===== config.mk =====
export PLATFORM = sky130hd
export DESIGN_NAME = fetch_buffer
export DESIGN_NICKNAME = d
export VERILOG_FILES = /design/src/rtl/fetch_pkg.sv /design/src/rtl/fetch_buffer.sv
export SDC_FILE = /design/constraint.sdc
export NUM_CORES = 1
export LEC_CHECK = 0
export ABC_AREA = 0
export CAP_MARGIN = 20
export CORE_AREA = 5 5 129 131
export CTS_CLUSTER_DIAMETER = 30
export DETAILED_ROUTE_END_ITERATION = 12
export DIE_AREA = 0 0 134 136
export HOLD_SLACK_MARGIN = 0.05
export PLACE_DENSITY = 0.81
export REMOVE_ABC_BUFFERS = 1
export SLEW_MARGIN = 5
export SYNTH_ARGS = -nofsm -noshare
export SYNTH_HDL_FRONTEND = slang
export SYNTH_SLANG_ARGS = --single-unit

===== constraint.sdc =====
create_clock -name clk -period 23.2 [get_ports clk]
set_input_delay 4.64 -clock clk [delete_from_list [all_inputs] [get_ports clk]]
set_output_delay 4.64 -clock clk [all_outputs]
set_load 0.01 [all_outputs]

===== src/rtl/fetch_pkg.sv =====
// rtl/fetch_pkg.sv - shared types and constants for the instruction fetch queue
package fetch_pkg;

    localparam int FETCH_ADDRESS_WIDTH = 32;
    localparam int FETCH_DATA_WIDTH    = 32;

    // addi x0, x0, 0: presented to decode whenever the queue is empty
    localparam logic [FETCH_DATA_WIDTH-1:0] NOP_INSTR = 32'h0000_0013;

    typedef struct packed {
        logic [FETCH_ADDRESS_WIDTH-1:0] pc;
        logic [FETCH_ADDRESS_WIDTH-1:0] pc_plus4;
        logic [FETCH_DATA_WIDTH-1:0]    instr;
    } fetch_entry_t;

endpackage


===== src/rtl/fetch_buffer.sv =====
// rtl/fetch_buffer.sv - instruction fetch queue between PC/imem and decode
//
// Ports:
//   clk, rst_n                    clock, synchronous active-low reset
//   f_valid/f_ready               fetch handshake; push = f_valid & f_ready
//   f_pc, f_pc_plus4, f_instr     offered entry
//   flush                         discard all entries, ignore same-cycle push/pop
//   d_valid/d_ready               decode handshake; pop = d_valid & d_ready
//   d_pc, d_pc_plus4, d_instr     head entry (0/0/NOP when empty)
//   count                         current occupancy
module fetch_buffer
    import fetch_pkg::*;
#(
    parameter int ADDRESS_WIDTH = FETCH_ADDRESS_WIDTH,
    parameter int DATA_WIDTH    = FETCH_DATA_WIDTH,
    parameter int DEPTH         = 2
) (
    input  logic                       clk,
    input  logic                       rst_n,
    input  logic                       f_valid,
    output logic                       f_ready,
    input  logic [ADDRESS_WIDTH-1:0]   f_pc,
    input  logic [ADDRESS_WIDTH-1:0]   f_pc_plus4,
    input  logic [DATA_WIDTH-1:0]      f_instr,
    input  logic                       flush,
    output logic                       d_valid,
    input  logic                       d_ready,
    output logic [ADDRESS_WIDTH-1:0]   d_pc,
    output logic [ADDRESS_WIDTH-1:0]   d_pc_plus4,
    output logic [DATA_WIDTH-1:0]      d_instr,
    output logic [$clog2(DEPTH):0]     count
);

    localparam int PW = $clog2(DEPTH);
    localparam int CW = PW + 1;
    localparam logic [CW-1:0] DEPTH_C = CW'(DEPTH);

    fetch_entry_t        mem [DEPTH];
    logic [PW-1:0]       wr_ptr;
    logic [PW-1:0]       rd_ptr;
    logic                push;
    logic                pop;

    // Handshake flags come from registered occupancy only, so f_ready has
    // no combinational dependence on d_ready (no pop-through when full).
    assign f_ready = (count != DEPTH_C);
    assign d_valid = (count != '0);

    assign push = f_valid & f_ready & ~flush;
    assign pop  = d_valid & d_ready & ~flush;

    always_ff @(posedge clk) begin
        if (!rst_n) begin
            wr_ptr <= '0;
            rd_ptr <= '0;
            count  <= '0;
        end else if (flush) begin
            // Collapsing rd_ptr onto wr_ptr empties the queue without
            // touching storage.
            rd_ptr <= wr_ptr;
            count  <= '0;
        end else begin
            if (push) wr_ptr <= wr_ptr + 1'b1;
            if (pop)  rd_ptr <= rd_ptr + 1'b1;
            case ({push, pop})
                2'b10:   count <= count + 1'b1;
                2'b01:   count <= count - 1'b1;
                default: count <= count;
            endcase
        end
    end

    // Storage is intentionally not reset; d_* are masked while empty.
    always_ff @(posedge clk) begin
        if (rst_n && push) begin
            mem[wr_ptr].pc       <= f_pc;
            mem[wr_ptr].pc_plus4 <= f_pc_plus4;
            mem[wr_ptr].instr    <= f_instr;
        end
    end

    always_comb begin
        d_pc       = '0;
        d_pc_plus4 = '0;
        d_instr    = NOP_INSTR;
        if (d_valid) begin
            d_pc       = mem[rd_ptr].pc;
            d_pc_plus4 = mem[rd_ptr].pc_plus4;
            d_instr    = mem[rd_ptr].instr;
        end
    end

    always_ff @(posedge clk) begin
        if (rst_n) begin
            assert (count <= DEPTH_C)
                else $error("fetch_buffer occupancy out of range: %0d", count);
        end
    end

endmodule

* After elaboration in Yosys (flattened, before gate mapping) *
Memories as Yosys holds them, arrays and structs flattened. A register that Yosys moved wholly into a read port is not among the register bits.
Index checks and enable logic that the tools add are counted.

cells by class
  equality and inequality tests = 3
  multipliers = 0
  add/sub/neg operators = 4
  bitwise logic cells = 6
  mux-type cells = 10
  magnitude comparators = 0
  div/mod/pow operators = 0
  reductions and logical operators = 6
  shifts and indexed selects = 0

operators by type and width
  operator                                                             number
  32-bit two-way mux                                                   3
  1-bit two-way mux                                                    6
  2-bit nonzero test                                                   3
  1-bit AND                                                            4
  2-bit one-hot mux with 2 select lines                                1
  1-bit adder (second input constant)                                  2
  2-bit by 1-bit adder with 2-bit output (second input constant)       1
  2-bit by 1-bit == test with 1-bit output (second input constant)     1
  2-bit == test (second input constant)                                1
  2-bit inequality test (second input constant)                        1
  1-bit NOT                                                            2
  2-bit AND reduction                                                  1
  2-bit OR reduction                                                   1
  2-bit by 1-bit subtractor with 2-bit output (second input constant)  1
  1-bit logical AND                                                    1

storage, ports and cells
  flip-flop bits (word level) = 4
  ROM bits = 0
  RAM bits = 192
  latch bits = 0
  word-level logic and storage cells = 33
  output and inout bits = 100
  bits of input ports = 101
  memories = 1

memory list
  memory  depth  bits a word  read ports  clocked after memory_dff  write ports  line                RTL
  mem     2      96           1           1                         1            fetch_buffer.sv:38  fetch_entry_t mem [DEPTH];

* Depth between registers and ports, before layout *
  word-level depth = 7
  mapped depth = 7
  mapped depth without buffers = 7

* Worst setup path before layout *
Ideal clock, no wire load.

  kind = input to register
  start = input flush
  end = memory mem[1][0] (netlist name) (enable)
  required time = 22.411 ns
  arrival = 13.958 ns
  path buffers = 0
  setup time = 0.789 ns
  stages = 2
  slack = 8.453 ns
  path through = nand2b_1 nor4bb_1

on the way
  cells in the longest elaborated chain, start to end = 5

RTL lines
  element                                  line                RTL
  from (decl)                              fetch_buffer.sv:25  input logic flush,
  1-bit NOT (no line)                      --
  1-bit AND                                fetch_buffer.sv:49  assign push = f_valid & f_ready & ~flush;
  1-bit logical AND                        fetch_buffer.sv:75  if (rst_n && push) begin
  1-bit two-way mux                        fetch_buffer.sv:75
  1-bit two-way mux (implied by the code)  fetch_buffer.sv:78  mem[wr_ptr].instr <= f_instr;
  to (decl)                                fetch_buffer.sv:38

Every way passes these cells.

==> metrics <==
clk root buf=clkbuf_16; FMAX=129 MHz; Max VDD drop=0.0511 mV; die extent in x=134 um; DP Wirelength=10,100 um; ANT nets after route=0; Leak Pwr=3.35 nW; R2R Setup Slk=20.78 ns; Clock Pin Slew Worst Setup and Hold Paths=0.06 ns; Top-Level Pins=201; clk sinks=197; total power=0.000737 W; min cycle time layout=7.75 ns; synth unique cells=22; CTS tree=done; reg-to-reg startpoint=count[0]; CP Class=reg2out; Worst Skew=0.00671 ns; final net count=743; HP Class=reg2reg; initial core utilization=48.3%; die area=18,200 sq um; RSZ-0062 raised after global routing=false; CP max FO=51; Net Sw Frac=19.9%; max cap viols=0; Internal=0.000590 W; core area=15,500 sq um; Max-slew headroom=31.0%; final setup TNS=0 ns; Final setup viols=0; status=complete, no violations; residual DRC count=0; hold path start=rd_ptr; Routed WL=14,700 um; port bufs=200; largest net degree at the start of global routing=77; Worst Path Arrival=3.11 ns; Min-Delay Path Depth=2; crit path launch type=register; first-pass GRT wire length=22,800 um; postcts setup bufs=0; router iterations before antenna repair=4; RR Endpoint=mem[0][89]; #FFs+latches synth=197; Wirelength per Cell=17.4 um; Net Sw Power=0.000147 W; CTS Buffer Depth=2; Worst-Skew Late Latency=0.42 ns; total CTS buffers=17; syn_area_per_cell=17.1 sq um; hold-fix buffers at CTS=0; fin. max-slew vios=0; post_cts resized=0; vias per inst=4.98; DRT iter0 DRCs=225; GRT Overall Usage=16.4%; Comb power frac=7.9%; # rows=46; Worst-Margin Slew=1.03 ns; power share of the sequential group=54.7%; clock network power share=37.5%; vias in the first global route=4,403; worst r2r path cells=5; sequential-to-total area share from yosys stat=78.5%; share of cells above drive strength 1=5.96%; Tcrit/Tclk final=33.4%; GP Congestion=0.750; worst path required time=18.56 ns; Warnings, synthesis=0; synth-to-layout area growth=37.2%; PwrDens=71.9 nW/um^2; diodes inserted=0; Hold Fails Final Rpt=0; Die H=136 um; initial antenna violation count=0; synthesized cell area=7470 sq um; DR vias=4,212; htree depth=4; Synth Instances=436; grt total ovfl=0; Crit. End Element=output pin
metrics by stage:
stage          hold WS, ns  util, %  worst slack (ns)  instance area [sq um]  instances
4_1_cts              0.597     66.2             15.38                  10300        846
3_3_place_gp         0.512     62.4             15.83                   9660        813
5_1_grt              0.644     66.2             15.28                  10300        846
3_5_place_dp         0.576     62.5             15.87                   9680        814
2_1_floorplan        0.483        -              8.45                   7340        415
6_report             0.589     66.2             15.45                  10300        846
how the worst max path moves through the flow:
stage,endpoint
after floorplan,mem[1][0]
after global placement,d_pc[27]
after detailed placement,d_pc[27]
after CTS,d_pc[27]
after global routing,d_pc_plus4[14]
final,d_pc_plus4[14]
flip-flops by register name (all words and copies together) (netlist names), named ones only:
name,count
rd_ptr,1
mem,192
wr_ptr,1
count,2
synthesized netlist by cell type:
cell      number  share of area (%)
a21boi_0       1               0.10
a21oi_1        3               0.20
buf_2         13               0.87
buf_4          1               0.10
buf_6          4               0.60
clkbuf_1       3               0.15
dfxtp_1        5                1.3
edfxtp_1     192                 77
ha_1           1               0.17
inv_1          3               0.15
mux2i_1       96                 13
nand2_1        3               0.15
nand2b_1       2               0.17
nand3_1        1              0.067
nor2_1        96                4.8
nor2b_1        1              0.084
nor3b_1        1               0.10
nor4bb_1       1               0.13
o21ai_0        4               0.27
or3_1          2               0.17
xnor2_1        1               0.12
xor2_1         2               0.23
cell families after synthesis:
logic type / count (synthesis) / share of synthesized area, %
buf+inv: 24 / 1.88
fa+ha+maj: 1 / 0.167
compound gates: 8 / 0.569
mux: 96 / 12.9
simple gates: 107 / 5.69
xor+xnor: 3 / 0.352
flops: 197 / 78.5
worst max-delay path, stage by stage, from the launching register on:
cell	delay, ns
dfxtp_4	0.84
buf_4	0.77
mux2i_1	0.20
nor2_1	0.16
clkdlybuf4s50_1	0.56
per-layer routing:
metal	routed length (um)	global-route usage, %	share of wire (%)
met1	5810	19.4	40
met3	1090	5.00	7.4
met4	267	5.77	1.8
met2	7520	28.4	51
met5	0	0	0
power by group through the flow:
stage	logic, W	clock network, W	registers [W]
after CTS	0.0000588	0.000284	0.000403
after global routing	0.0000621	0.000297	0.000404
after global placement	0.0000568	0	0.000410
after detailed placement	0.0000583	0	0.000411
final	0.0000578	0.000276	0.000403
after floorplan	0.0000236	0	0.000414
cells in the final DEF, fill, tap and decap left out, drive strengths merged:
master | netlist | final
clkdlybuf4s50 | 0 | 200
nand2 | 3 | 3
clkbuf | 3 | 19
mux2i | 96 | 96
inv | 3 | 3
dfxtp | 5 | 5
xor2 | 2 | 2
xnor2 | 1 | 1
bufinv | 0 | 2
o21ai | 4 | 4
nor4bb | 1 | 1
nor2b | 1 | 1
buf | 18 | 7
nand2b | 2 | 2
a21oi | 3 | 3
clkinvlp | 0 | 3
clkinv | 0 | 8
ha | 1 | 1
nor3b | 1 | 1
a21boi | 1 | 1
nor2 | 96 | 96
edfxtp | 192 | 192
nand3 | 1 | 1
or3 | 2 | 2
cell type report:
cell class,count,area (sq um)
inverters,3,11.3
fillers,1069,5230
well taps,192,240
multi-input cells,215,1500
repair buffers,207,2070
flip-flops and latches,197,5870
clock buffers,19,433
clock inverters,13,135
Note: power is estimated with default switching activity, not from simulation.
==> RTL edit, RTL diff (same flow settings) <==
Change the package constant `FETCH_ADDRESS_WIDTH` from 32 to 64.
--- a/src/rtl/fetch_pkg.sv
+++ b/src/rtl/fetch_pkg.sv
@@ -2,5 +2,5 @@
 package fetch_pkg;
 
-    localparam int FETCH_ADDRESS_WIDTH = 32;
+    localparam int FETCH_ADDRESS_WIDTH = 64;
     localparam int FETCH_DATA_WIDTH    = 32;
 
Ports: changed (resized d_pc, d_pc_plus4, f_pc and f_pc_plus4); port bits go from 201 to 329. No check against the original RTL was run, so the function may have changed too.
==> RTL edit against the unedited design <==
  * The run now fails in global placement
  * Synthesized area grew 64%
==> RTL edit: results (changes against the unedited design) <==
* Syn. warnings at 0 (unchanged)
* Async set or reset register ratio after synthesis at 0% (unchanged)
* Top post-synthesis cells by area: edfxtp_1 78%, mux2i_1 13%, nor2_1 4.9% (was edfxtp_1 77%, mux2i_1 13%, nor2_1 4.8%)
* Synth cell count leaders: 320 x edfxtp_1, 160 x mux2i_1, 160 x nor2_1, 21 x buf_2, 11 x buf_4 (was 192 x edfxtp_1, 96 x mux2i_1, 96 x nor2_1, 13 x buf_2, 5 x dfxtp_1)
* Seq cells post-synth at 325 (was 197)
* Halt Stage: global placement
* Port Buffers at 328 (was 200)
* Sequential share of the synthesized area at 79.1% (was 78.5%)
* Cells after synthesis at 706 (was 436)
* Tool error message: [ERROR GPL-0301] Utilization 101.291 % exceeds 100%.
* Post-synth cell types at 21 (was 22)
* Ys flop type: edfxtp_1 (unchanged)
* Die W at 134 um (unchanged)
* Run status: did not finish (was complete, no violations)
* Post-synth EDFFs at 320 (was 192)
[RTL edit: cell families after synthesis]
group | count (synthesis) | synth area share [%]
and+or+nand+nor | 171 | 5.43
DFF | 325 | 79.1
muxes | 160 | 13.1
AOI/OAI and AO/OA | 8 | 0.347
buffers and inverters | 38 | 1.71
xor gates and xnor gates | 3 | 0.214
adders and majority gates | 1 | 0.102
